## src/rtl/load_store_unit.sv

```systemverilog
// load_store_unit: RV32I load/store controller for a 64-word memory without byte enables (SB/SH use read-modify-write)
module load_store_unit #(
  parameter int ADDR_W     = 8,
  parameter int WORD_IDX_W = 6
) (
  input  logic              clk,
  input  logic              reset,
  input  logic              req_valid,
  output logic              req_ready,
  input  logic              req_is_load,
  input  logic              req_is_store,
  input  logic [2:0]        req_funct3,
  input  logic [ADDR_W-1:0] req_addr,
  input  logic [31:0]       req_wdata,
  output logic              resp_valid,
  output logic              resp_err,
  output logic [31:0]       resp_rdata,
  output logic [ADDR_W-1:0] mem_addr,
  output logic              mem_read,
  output logic              mem_write,
  output logic [31:0]       mem_write_data,
  input  logic [31:0]       mem_read_data
);
  typedef enum logic [2:0] {IDLE, RD, RMW_RD, WR, RESP} state_t;
  state_t            state_q, state_d;
  logic [ADDR_W-1:0] addr_q, addr_d;
  logic [2:0]        f3_q, f3_d;
  logic [31:0]       wbuf_q, wbuf_d, rdata_q, rdata_d;
  logic              load_q, load_d, err_q, err_d;
  logic              ld_ok, st_ok, illegal, misal;
  logic [7:0]        lane_b;
  logic [15:0]       lane_h;
  logic [31:0]       ld_val, mask, ins;
  always_comb begin
    ld_ok   = req_funct3 inside {3'b000, 3'b001, 3'b010, 3'b100, 3'b101};
    st_ok   = req_funct3 inside {3'b000, 3'b001, 3'b010};
    illegal = (req_is_load == req_is_store) || (req_is_load && !ld_ok) || (req_is_store && !st_ok);
    misal   = (req_funct3[1:0] == 2'b01 && req_addr[0]) || (req_funct3[1:0] == 2'b10 && req_addr[1:0] != 2'b00);
    lane_b  = 8'(mem_read_data >> {addr_q[1:0], 3'b000});
    lane_h  = 16'(mem_read_data >> {addr_q[1], 4'b0000});
    ld_val  = f3_q == 3'b000 ? {{24{lane_b[7]}}, lane_b} :
              f3_q == 3'b001 ? {{16{lane_h[15]}}, lane_h} :
              f3_q == 3'b100 ? {24'b0, lane_b} :
              f3_q == 3'b101 ? {16'b0, lane_h} : mem_read_data;
    // wbuf still holds the store data while in RMW_RD; replicate it so the mask picks the right lane
    mask    = f3_q[0] ? 32'h0000_ffff << {addr_q[1], 4'b0000} : 32'h0000_00ff << {addr_q[1:0], 3'b000};
    ins     = f3_q[0] ? {2{wbuf_q[15:0]}} : {4{wbuf_q[7:0]}};
    state_d = state_q;
    addr_d  = addr_q;
    f3_d    = f3_q;
    wbuf_d  = wbuf_q;
    rdata_d = rdata_q;
    load_d  = load_q;
    err_d   = err_q;
    case (state_q)
      IDLE: if (req_valid) begin
        addr_d  = req_addr;
        f3_d    = req_funct3;
        wbuf_d  = req_wdata;
        rdata_d = '0;
        load_d  = req_is_load;
        err_d   = illegal || misal;
        state_d = (illegal || misal) ? RESP : req_is_load ? RD : req_funct3[1] ? WR : RMW_RD;
      end
      RD: begin
        rdata_d = ld_val;
        state_d = RESP;
      end
      RMW_RD: begin
        wbuf_d  = (mem_read_data & ~mask) | (ins & mask);
        state_d = WR;
      end
      WR:      state_d = RESP;
      default: state_d = IDLE;
    endcase
  end
  always_ff @(posedge clk) begin
    if (reset) begin
      state_q <= IDLE;
      addr_q  <= '0;
      f3_q    <= '0;
      wbuf_q  <= '0;
      rdata_q <= '0;
      load_q  <= 1'b0;
      err_q   <= 1'b0;
    end else begin
      state_q <= state_d;
      addr_q  <= addr_d;
      f3_q    <= f3_d;
      wbuf_q  <= wbuf_d;
      rdata_q <= rdata_d;
      load_q  <= load_d;
      err_q   <= err_d;
    end
  end
  assign req_ready      = state_q == IDLE;
  assign mem_read       = state_q == RD || state_q == RMW_RD;
  assign mem_write      = state_q == WR;
  assign mem_addr       = (mem_read || mem_write) ? ADDR_W'(addr_q[WORD_IDX_W+1:2]) : '0;
  assign mem_write_data = mem_write ? wbuf_q : '0;
  assign resp_valid     = state_q == RESP;
  assign resp_err       = resp_valid && err_q;
  assign resp_rdata     = (resp_valid && load_q && !err_q) ? rdata_q : '0;
endmodule

```

## config.mk

```make
export PLATFORM = sky130hd
export DESIGN_NAME = load_store_unit
export DESIGN_NICKNAME = d
export VERILOG_FILES = /design/src/rtl/load_store_unit.sv
export SDC_FILE = /design/constraint.sdc
export NUM_CORES = 1
export LEC_CHECK = 0
export ABC_AREA = 0
export CORE_ASPECT_RATIO = 1.25
export CORE_MARGIN = 2
export CORE_UTILIZATION = 40
export CTS_CLUSTER_DIAMETER = 60
export DETAILED_ROUTE_END_ITERATION = 10
export GPL_ROUTABILITY_DRIVEN = 0
export PLACE_DENSITY = 0.74
export SYNTH_ARGS = -nofsm -noshare
export SYNTH_HDL_FRONTEND = slang
export SYNTH_SLANG_ARGS = --single-unit
export TNS_END_PERCENT = 50
```

## constraint.sdc

```tcl
create_clock -name clk -period 2.3 [get_ports clk]
set_clock_uncertainty 0.05 [all_clocks]
set_input_delay 0.575 -clock clk [delete_from_list [all_inputs] [get_ports clk]]
set_output_delay 0.575 -clock clk [all_outputs]
set_load 0.01 [all_outputs]
```

# Word-level counts from Yosys, hierarchy flattened
# Cells that the tools add are included.
[word_totals] output_inout_bits=77 input_bits=80 regBits=80 wordCells=76
[op_classes] n_reduce_logical=28 n_eq_ne=15 bitwise=4 n_shift=4 muxes=18
[ops] op="$mux W32" n=10
[ops] op="$pmux W32 S2" n=2
[ops] op="$and A32 B32 Y32" n=2
[ops] op="$not A32 Y32" n=1
[ops] op="$or A32 B32 Y32" n=1
[ops] op="$shl A16 B5 Y32 const A" n=1
[ops] op="$shl A8 B5 Y32 const A" n=1
[ops] op="$shr A32 B5 Y16" n=1
[ops] op="$shr A32 B5 Y8" n=1
[ops] op="$eq A3 B3 Y1 const B" n=5
[ops] op="$eq A3 B1 Y1 const B" n=3
[ops] op="$eq A3 B2 Y1 const B" n=3
[ops] op="$logic_not A3 Y1" n=3
[ops] op="$pmux W3 S3" n=1
[ops] op="$logic_and A1 B1 Y1" n=7
[ops] op="$logic_or A1 B1 Y1" n=6
[ops] op="$mux W3" n=2
[ops] op="$mux W6" n=1
[ops] op="$reduce_and A2 Y1" n=3
[ops] op="$reduce_bool A2 Y1" n=3
[ops] op="$reduce_bool A5 Y1" n=1
[ops] op="$logic_not A1 Y1" n=3
[ops] op="$reduce_bool A3 Y1" n=1
[ops] op="$eq A2 B1 Y1 const B" n=1
[ops] op="6 further kinds" n=6

# Depth between registers and ports, before layout
# Gate-level depths: netlist of the first run.
[logic_depth] depth_word=10 depth_mapped=6 mapped_depth_nobuf=4

# Least setup slack after synthesis of the first run
# Ideal clock, no wire load.
[synth_path] kind="register to output" start="reg state_q[1]" end="out mem_write_data[15]" slack_ps=235 path_buffers=2 required_time_ps=1675 stages_incl_launch_ff=6 t_arrival_ps=1440 cell_sequence="dfxtp_1 -> buf_4 -> inv_2 -> nor3_1 -> clkbuf_1 -> and2_1"
[synth_via] elab_chain_len=2
[synth_rtl] element="start, declared" line="25" source="state_t state_q, state_d;"
[synth_rtl] element="start signal, assigned" line="87" source="state_q <= state_d;"
[synth_rtl] element="$eq A3 B2 Y1" line="98" source="assign mem_write = state_q == WR;"
[synth_rtl] element="via mem_write" line="20" source="output logic mem_write,"
[synth_rtl] element="$mux W32" line="100" source="assign mem_write_data = mem_write ? wbuf_q : '0;"
[synth_rtl] element="end, declared" line="21" source="output logic [31:0] mem_write_data,"
# The timed path passes the listed nets, and every way through them passes these cells.

# Worst setup path in the final report of the first run
[layout_path] start="reg state_q[0]" end="out mem_write_data[15]"
[layout_via] elab_chain_len=2
[layout_rtl] element="$eq A3 B2 Y1" line="98"
[layout_rtl] element="$mux W32" line="100"
# Every way passes these cells.

==> results.json, run 1 <==
{
  "status": "complete, but fails checks",
  "failed_checks": "negative setup slack",
  "diodes": 0,
  "async_reset_ff_share_pct": 0,
  "fin_nets": 862,
  "synthFlopType": "sky130_fd_sc_hd__dfxtp_1",
  "finalWorstSetupSlack_ns": -0.106,
  "critPathMaxFanout": 16,
  "hold_path.class": "flip-flop to flip-flop",
  "maximum_number_of_pins_on_one_net_before_global_route_repair": 57,
  "hold_violations_final": 0,
  "portion_of_synthesized_cell_area_occupied_by_the_leading_cell_type_pct": 33.0,
  "critical_path.startpoint_type": "flip-flop",
  "fmaxAchievable_mhz": 416,
  "clk_latency_ns": 0.34,
  "drv.max_cap_violation_count": 0,
  "antenna_violating_nets_post_route": 0,
  "vias_per_cell": 5.75,
  "grt.overflow.total": 0,
  "slew_violations": 0,
  "ys.warnings.count": 0,
  "final_cell_area_mm2": 0.00698,
  "synth_cell_types": 50,
  "grtUsageTotal_pct": 25.8,
  "crit_start": "state_q[0]$_SDFFE_PP0P_",
  "cp_data_required_time_ns": 1.67,
  "synth.top_cells.by_count": "80 x sky130_fd_sc_hd__dfxtp_1, 72 x sky130_fd_sc_hd__nor2_1, 63 x sky130_fd_sc_hd__and2_1",
  "clock-root-buffer": "sky130_fd_sc_hd__clkbuf_16",
  "p_leak_nw": 3.02,
  "clkSlewWorstSetupHoldPaths_ns": 0.06,
  "stdcell_count": 949,
  "synthesis.instances": 627,
  "dr_total_vias": 5455,
  "drtIter0Drc": 634,
  "nFillCells": 1094,
  "area_delta_synth_final_pct": 43.8,
  "placed_cells_incl_taps": 928,
  "post_dp_cell_area_mm2": 0.00673,
  "dieArea_mm2": 0.0130,
  "wl_cell_um": 18.0,
  "grt_pass1_wl_um": 26500,
  "post_synth.cell_area_avg_um2": 7.74,
  "cp.arrival_ns": 1.78,
  "io_buffer_count": 154,
  "die_y_extent_um": 127,
  "min_period_over_period_pct": 105,
  "finalCriticalPeriod_ns": 2.41,
  "clkSinkCount": 80,
  "grt_pass1_vias": 5205,
  "synth_area_mm2": 0.00486,
  "ys_ff_latch": 80,
  "final_layout_size_suffix_gt1_share_pct": 18.0,
  "hpwl_um": 12200,
  "numCtsBuffers": 9,
  "tightestPinTransition_ns": 0.995,
  "peak_ir_drop_on_the_vdd_network_mv": 0.395,
  "tritoncts": "built",
  "setup_violations": 12,
  "synth_largest_area_cell": "sky130_fd_sc_hd__dfxtp_1",
  "rows": 45,
  "fin_setup_tns_ns": -0.547,
  "number_of_enable_type_register_cells_in_the_synthesized_netlist": 0,
  "antenna_violations_before_repair": 0,
  "regToRegStartpoint": "f3_q[0]$_SDFFE_PP0P_",
  "synth-seq-area-share_pct": 33.0,
  "die_x_extent_um": 103,
  "drt_first_pass_iters": 5,
  "post-synth-top-count-cell": "sky130_fd_sc_hd__dfxtp_1",
  "initial_core_util_pct": 40.5,
  "drt_wl_total_um": 17000,
  "drc": 0,
  "worstSetupEndpointType": "output pin",
  "total_power_mw": 3.77,
  "final-seq-area_mm2": 0.00161,
  "tightest_slew_margin_relative_to_the_limit_pct": 33.5,
  "whs_ns": 0.392,
  "floorplan.io_pins": 157,
  "core_area_mm2": 0.0120,
  "ctsHtreeMaxLevel": 3,
  "worst-setup-path-type": "flip-flop to output pin",
  "power_per_unit_of_standard_cell_area_mw_per_mm2": 540,
  "timing.hold.worst.start": "rdata_q[7]$_SDFFE_PP0P_",
  "rsz_0062_raised_after_global_routing": "yes",
  "cts-root-to-sink-buffers": 2,
  "yosys-top-cells-area": "sky130_fd_sc_hd__dfxtp_1 33%, sky130_fd_sc_hd__and2_1 8.1%, sky130_fd_sc_hd__nor2_1 5.6%",
  "multiInputGateArea_mm2": 0.00302
}
[per-layer routing]
layer,share of wire (%),routed length (um),GRT usage [%]
met3,7.7,1310,4.43
met2,49,8410,42.8
met4,3.3,560,9.88
met5,0,0,0
met1,40,6760,33.2
[state kept, by name, indices dropped and copies added, names as in the netlist, named ones only]
name / cells
state_q: 3
err_q: 1
wbuf_q: 24
addr_q: 8
f3_q: 3
load_q: 1
rdata_q: 32
[cells by family after synthesis]
kind of cell	share of synthesized area, %
multiplexers	4.17
flip-flops	33.0
buffers and inverters	6.31
AND/OR/NAND/NOR	27.7
AO/OA/AOI/OAI	28.7
other	0.0772
[worst max-delay path, stage by stage, from the launching register on]
cell,delay [ns]
sky130_fd_sc_hd__dfxtp_4,0.37
sky130_fd_sc_hd__inv_2,0.11
sky130_fd_sc_hd__nor3_4,0.24
sky130_fd_sc_hd__buf_4,0.15
sky130_fd_sc_hd__buf_6,0.14
sky130_fd_sc_hd__and2_1,0.16
sky130_fd_sc_hd__dlygate4sd2_1,0.27
[per-stage QoR]
stage	setup slack [ns]	util (%)
floorplan	0.235	-
global placement	-0.112	56.1
detailed placement	-0.137	56.1
CTS	-0.212	58.9
global route	-0.150	58.2
finish	-0.106	58.2
[power by group]
part | switching (mW) | total [mW] | internal [mW]
Clock | 0.564 | 1.53 | 0.964
Sequential | 0.0567 | 1.52 | 1.46
Combinational | 0.396 | 0.728 | 0.332
[layout make-up]
type,instances,area share (%)
Clock buffer,10,3.42
Clock inverter,4,1.00
Inverter,13,0.699
Multi-Input combinational cell,477,43.2
Sequential cell,80,23.0
Tap cell,164,2.94
Timing Repair Buffer,201,25.7
[path summary, 6_finish.rpt]
kind / to / slack, ns / depth (start not counted)
max reg2reg: wbuf_q[21]$_SDFFE_PP0P_ / 0.28 / 4
min reg2reg: rdata_q[7]$_SDFFE_PP0P_ / 0.39 / 2
min: rdata_q[7]$_SDFFE_PP0P_ / 0.39 / 2
max: mem_write_data[15] / -0.11 / 6
[what timing repair did]
item	4_1_cts	5_1_grt
hold buffers	0	0
pin swaps	1	2
resized for setup	153	61
cloned	1	0
setup buffers	5	1
endpoints found under the setup margin	73	56
[placed cells by master (no fill, tap or decap), types with 9 or more instances in the layout]
cell                              instances
sky130_fd_sc_hd__a31oi_1                 18
sky130_fd_sc_hd__o221ai_1                15
sky130_fd_sc_hd__nor2_1                  70
sky130_fd_sc_hd__clkbuf_16                9
sky130_fd_sc_hd__o41ai_1                  9
sky130_fd_sc_hd__buf_2                   32
sky130_fd_sc_hd__and2_1                  61
sky130_fd_sc_hd__dlymetal6s2s_1          10
sky130_fd_sc_hd__mux2i_1                 18
sky130_fd_sc_hd__a211oi_1                34
sky130_fd_sc_hd__inv_1                   10
sky130_fd_sc_hd__clkdlybuf4s50_1         78
sky130_fd_sc_hd__dfxtp_1                 76
sky130_fd_sc_hd__a21oi_1                 39
sky130_fd_sc_hd__and3_1                   9
sky130_fd_sc_hd__buf_4                   38
sky130_fd_sc_hd__nand2b_1                11
sky130_fd_sc_hd__o211ai_1                16
sky130_fd_sc_hd__clkbuf_2                 9
sky130_fd_sc_hd__o22ai_1                 17
sky130_fd_sc_hd__nand2_1                 61
sky130_fd_sc_hd__nor2b_1                 11
sky130_fd_sc_hd__dlygate4sd2_1           21
Power figures use the tool's default switching activity.
==> run 2: changes to the inputs <==
- HOLD_SLACK_MARGIN: not set -> 0.1
==> results of run 2 <==
No change in the layout: final DEF, timing and power equal those of run 1.
==> run 3: changes to the inputs <==
- REMOVE_ABC_BUFFERS: not set -> 1
- SKIP_CTS_REPAIR_TIMING: not set -> 1
==> run 3 against run 2 <==
  * The flow still finishes with violations (negative setup slack)
  * Sequential share of layout area down 0.60 points
  * Core utilization rose by 1.6 points
  * Wire length rose by 2.9%
  * Sequential cell count stayed put
  * Via count down 0.15%
  * Maximum frequency down 5.8%
  * Register-to-register slack gained 0.02 ns
  * First-iteration DRC count down 34%
  * Sequential power about the same
  * Global-route usage fell by 0.53 points
  * Critical endpoint is now mem_write_data[1]
  * Highest routed layer unchanged
==> results.json, run 3 (same netlist as run 1, synthesis figures left out) <==
{
  "status": "complete, but fails checks",
  "failed_checks": "negative setup slack",
  "final_layout_size_suffix_gt1_share_pct": 14.9,
  "cp_data_required_time_ns": 1.67,
  "grtUsageTotal_pct": 25.3,
  "cts-root-to-sink-buffers": 2,
  "grt_pass1_wl_um": 25900,
  "rows": 45,
  "drtIter0Drc": 418,
  "slew_violations": 0,
  "setup_violations": 28,
  "fmaxAchievable_mhz": 391,
  "cp.arrival_ns": 1.93,
  "peak_ir_drop_on_the_vdd_network_mv": 0.357,
  "clock-root-buffer": "sky130_fd_sc_hd__clkbuf_16",
  "switching_power_mw": 1.05,
  "p_leak_nw": 3.42,
  "ctsHtreeMaxLevel": 3,
  "power.share.switching_pct": 27.8,
  "tritoncts": "built",
  "clkSlewWorstSetupHoldPaths_ns": 0.06,
  "grt.overflow.total": 0,
  "fin_setup_tns_ns": -2.55,
  "tightest_slew_margin_relative_to_the_limit_pct": 21.7,
  "comb_power_share_pct": 19.0,
  "slowest_delay_ns": 0.63,
  "worstSetupEndpointType": "output pin",
  "largest_reg_flops": 32,
  "reg2reg_setup_slack_ns": 0.30,
  "finalWorstSetupSlack_ns": -0.255,
  "most_common_cell_after_layout_fill_and_taps_aside": "sky130_fd_sc_hd__clkdlybuf4s50_1",
  "hold_path.class": "flip-flop to flip-flop",
  "critical_path.startpoint_type": "flip-flop",
  "maximum_number_of_pins_on_one_net_before_global_route_repair": 59,
  "whs_ns": 0.402,
  "drv.max_cap_violation_count": 0,
  "rsz_0062_raised_after_global_routing": "yes",
  "antenna_violations_before_repair": 0,
  "clkSinkCount": 80,
  "drc": 0,
  "layout.cells.most_common_list": "87 x sky130_fd_sc_hd__clkdlybuf4s50_1, 76 x sky130_fd_sc_hd__dfxtp_1, 70 x sky130_fd_sc_hd__nor2_1",
  "total_power_mw": 3.80,
  "wl_cell_um": 18.5,
  "worst-setup-path-type": "flip-flop to output pin",
  "drt_wl_total_um": 17500,
  "crit_slowest_cell": "sky130_fd_sc_hd__clkdlybuf4s50_1",
  "grt_pass1_vias": 5169,
  "gr-usage-met3_pct": 5.53,
  "clk_latency_ns": 0.34,
  "finalCriticalPeriod_ns": 2.55,
  "power_frac_seq_pct": 40.0,
  "power_per_unit_of_standard_cell_area_mw_per_mm2": 530,
  "dieArea_mm2": 0.0130,
  "numCtsBuffers": 9,
  "min_period_over_period_pct": 111,
  "largest-register": "rdata_q",
  "tightestPinTransition_ns": 1.17,
  "diodes": 0,
  "hold_violations_final": 0,
  "critPathMaxFanout": 10,
  "p_clk_share_pct": 41.0,
  "io_buffer_count": 154,
  "antenna_violating_nets_post_route": 0,
  "biggestRegsByFlops": "rdata_q x32, wbuf_q x24, addr_q x8",
  "die_y_extent_um": 127,
  "area_delta_synth_final_pct": 47.6,
  "vias_per_cell": 5.75,
  "hpwl_um": 12500,
  "gr-max-usage-layer": "met2",
  "grt.met1_usage_pct": 31.3,
  "drt_first_pass_iters": 5,
  "die_x_extent_um": 103,
  "dr_total_vias": 5447,
  "core_area_mm2": 0.0120,
  "initial_core_util_pct": 40.5,
  "fin_nets": 858,
  "floorplan.io_pins": 157,
  "internal-power_mw": 2.74,
  "cell_by_cell_trace_of_the_critical_path": "buf_4 > inv_2 > nor4_1 > clkdlybuf4s50_1",
  "grtUsageMet2_pct": 42.0
}
## run 3: power by group through the flow
| stage | Clock [mW] | Combinational, mW | Sequential, mW |
|---|---|---|---|
| finish | 1.56 | 0.723 | 1.52 |
| global placement | 0 | 0.679 | 1.54 |
| floorplan | 0 | 0.303 | 1.56 |
| CTS | 1.57 | 0.701 | 1.51 |
| detailed placement | 0 | 0.697 | 1.55 |
| global route | 1.64 | 0.779 | 1.53 |
## run 3: final cells by class
type,count,area (um2)
timing repair buffer,197,2000
inverter,13,51.3
clock buffer,9,225
sequential,80,1610
fill,1072,4820
clock inverter,7,95.1
multi-input combinational,477,2990
tap,164,205
## run 3: critical path, delay by kind of cell (launching register included)
family | cells | cell delay (ns)
buffers and inverters | 3 | 0.83
AND/OR/NAND/NOR | 1 | 0.43
flip-flops | 1 | 0.34
## run 3: layer usage
metal | vias to the layer above | share of wire, %
met4 | 0 | 3.4
met2 | 262 | 48
li1 | 2581 | -
met5 | - | 0
met1 | 2558 | 40
met3 | 46 | 7.8
## run 3: final timing paths
check,from,depth (start not counted),to
setup / recovery,state_q[0]$_SDFFE_PP0P_,4,mem_write_data[1]
hold / removal,addr_q[5]$_SDFFE_PP0P_,2,addr_q[5]$_SDFFE_PP0P_
setup reg to reg,f3_q[1]$_SDFFE_PP0P_,3,rdata_q[27]$_SDFFE_PP0P_
hold reg to reg,addr_q[5]$_SDFFE_PP0P_,2,addr_q[5]$_SDFFE_PP0P_
## run 3: through the flow
stage / util, % / worst slack [ns] / cells / cell area [um2]
2_1_floorplan: - / -0.416 / 570 / 4600
3_3_place_gp: 56.0 / -0.0876 / 923 / 6710
3_5_place_dp: 56.0 / -0.156 / 923 / 6710
4_1_cts: 58.6 / -0.433 / 939 / 7030
5_1_grt: 59.8 / -0.324 / 947 / 7170
6_report: 59.8 / -0.255 / 947 / 7170
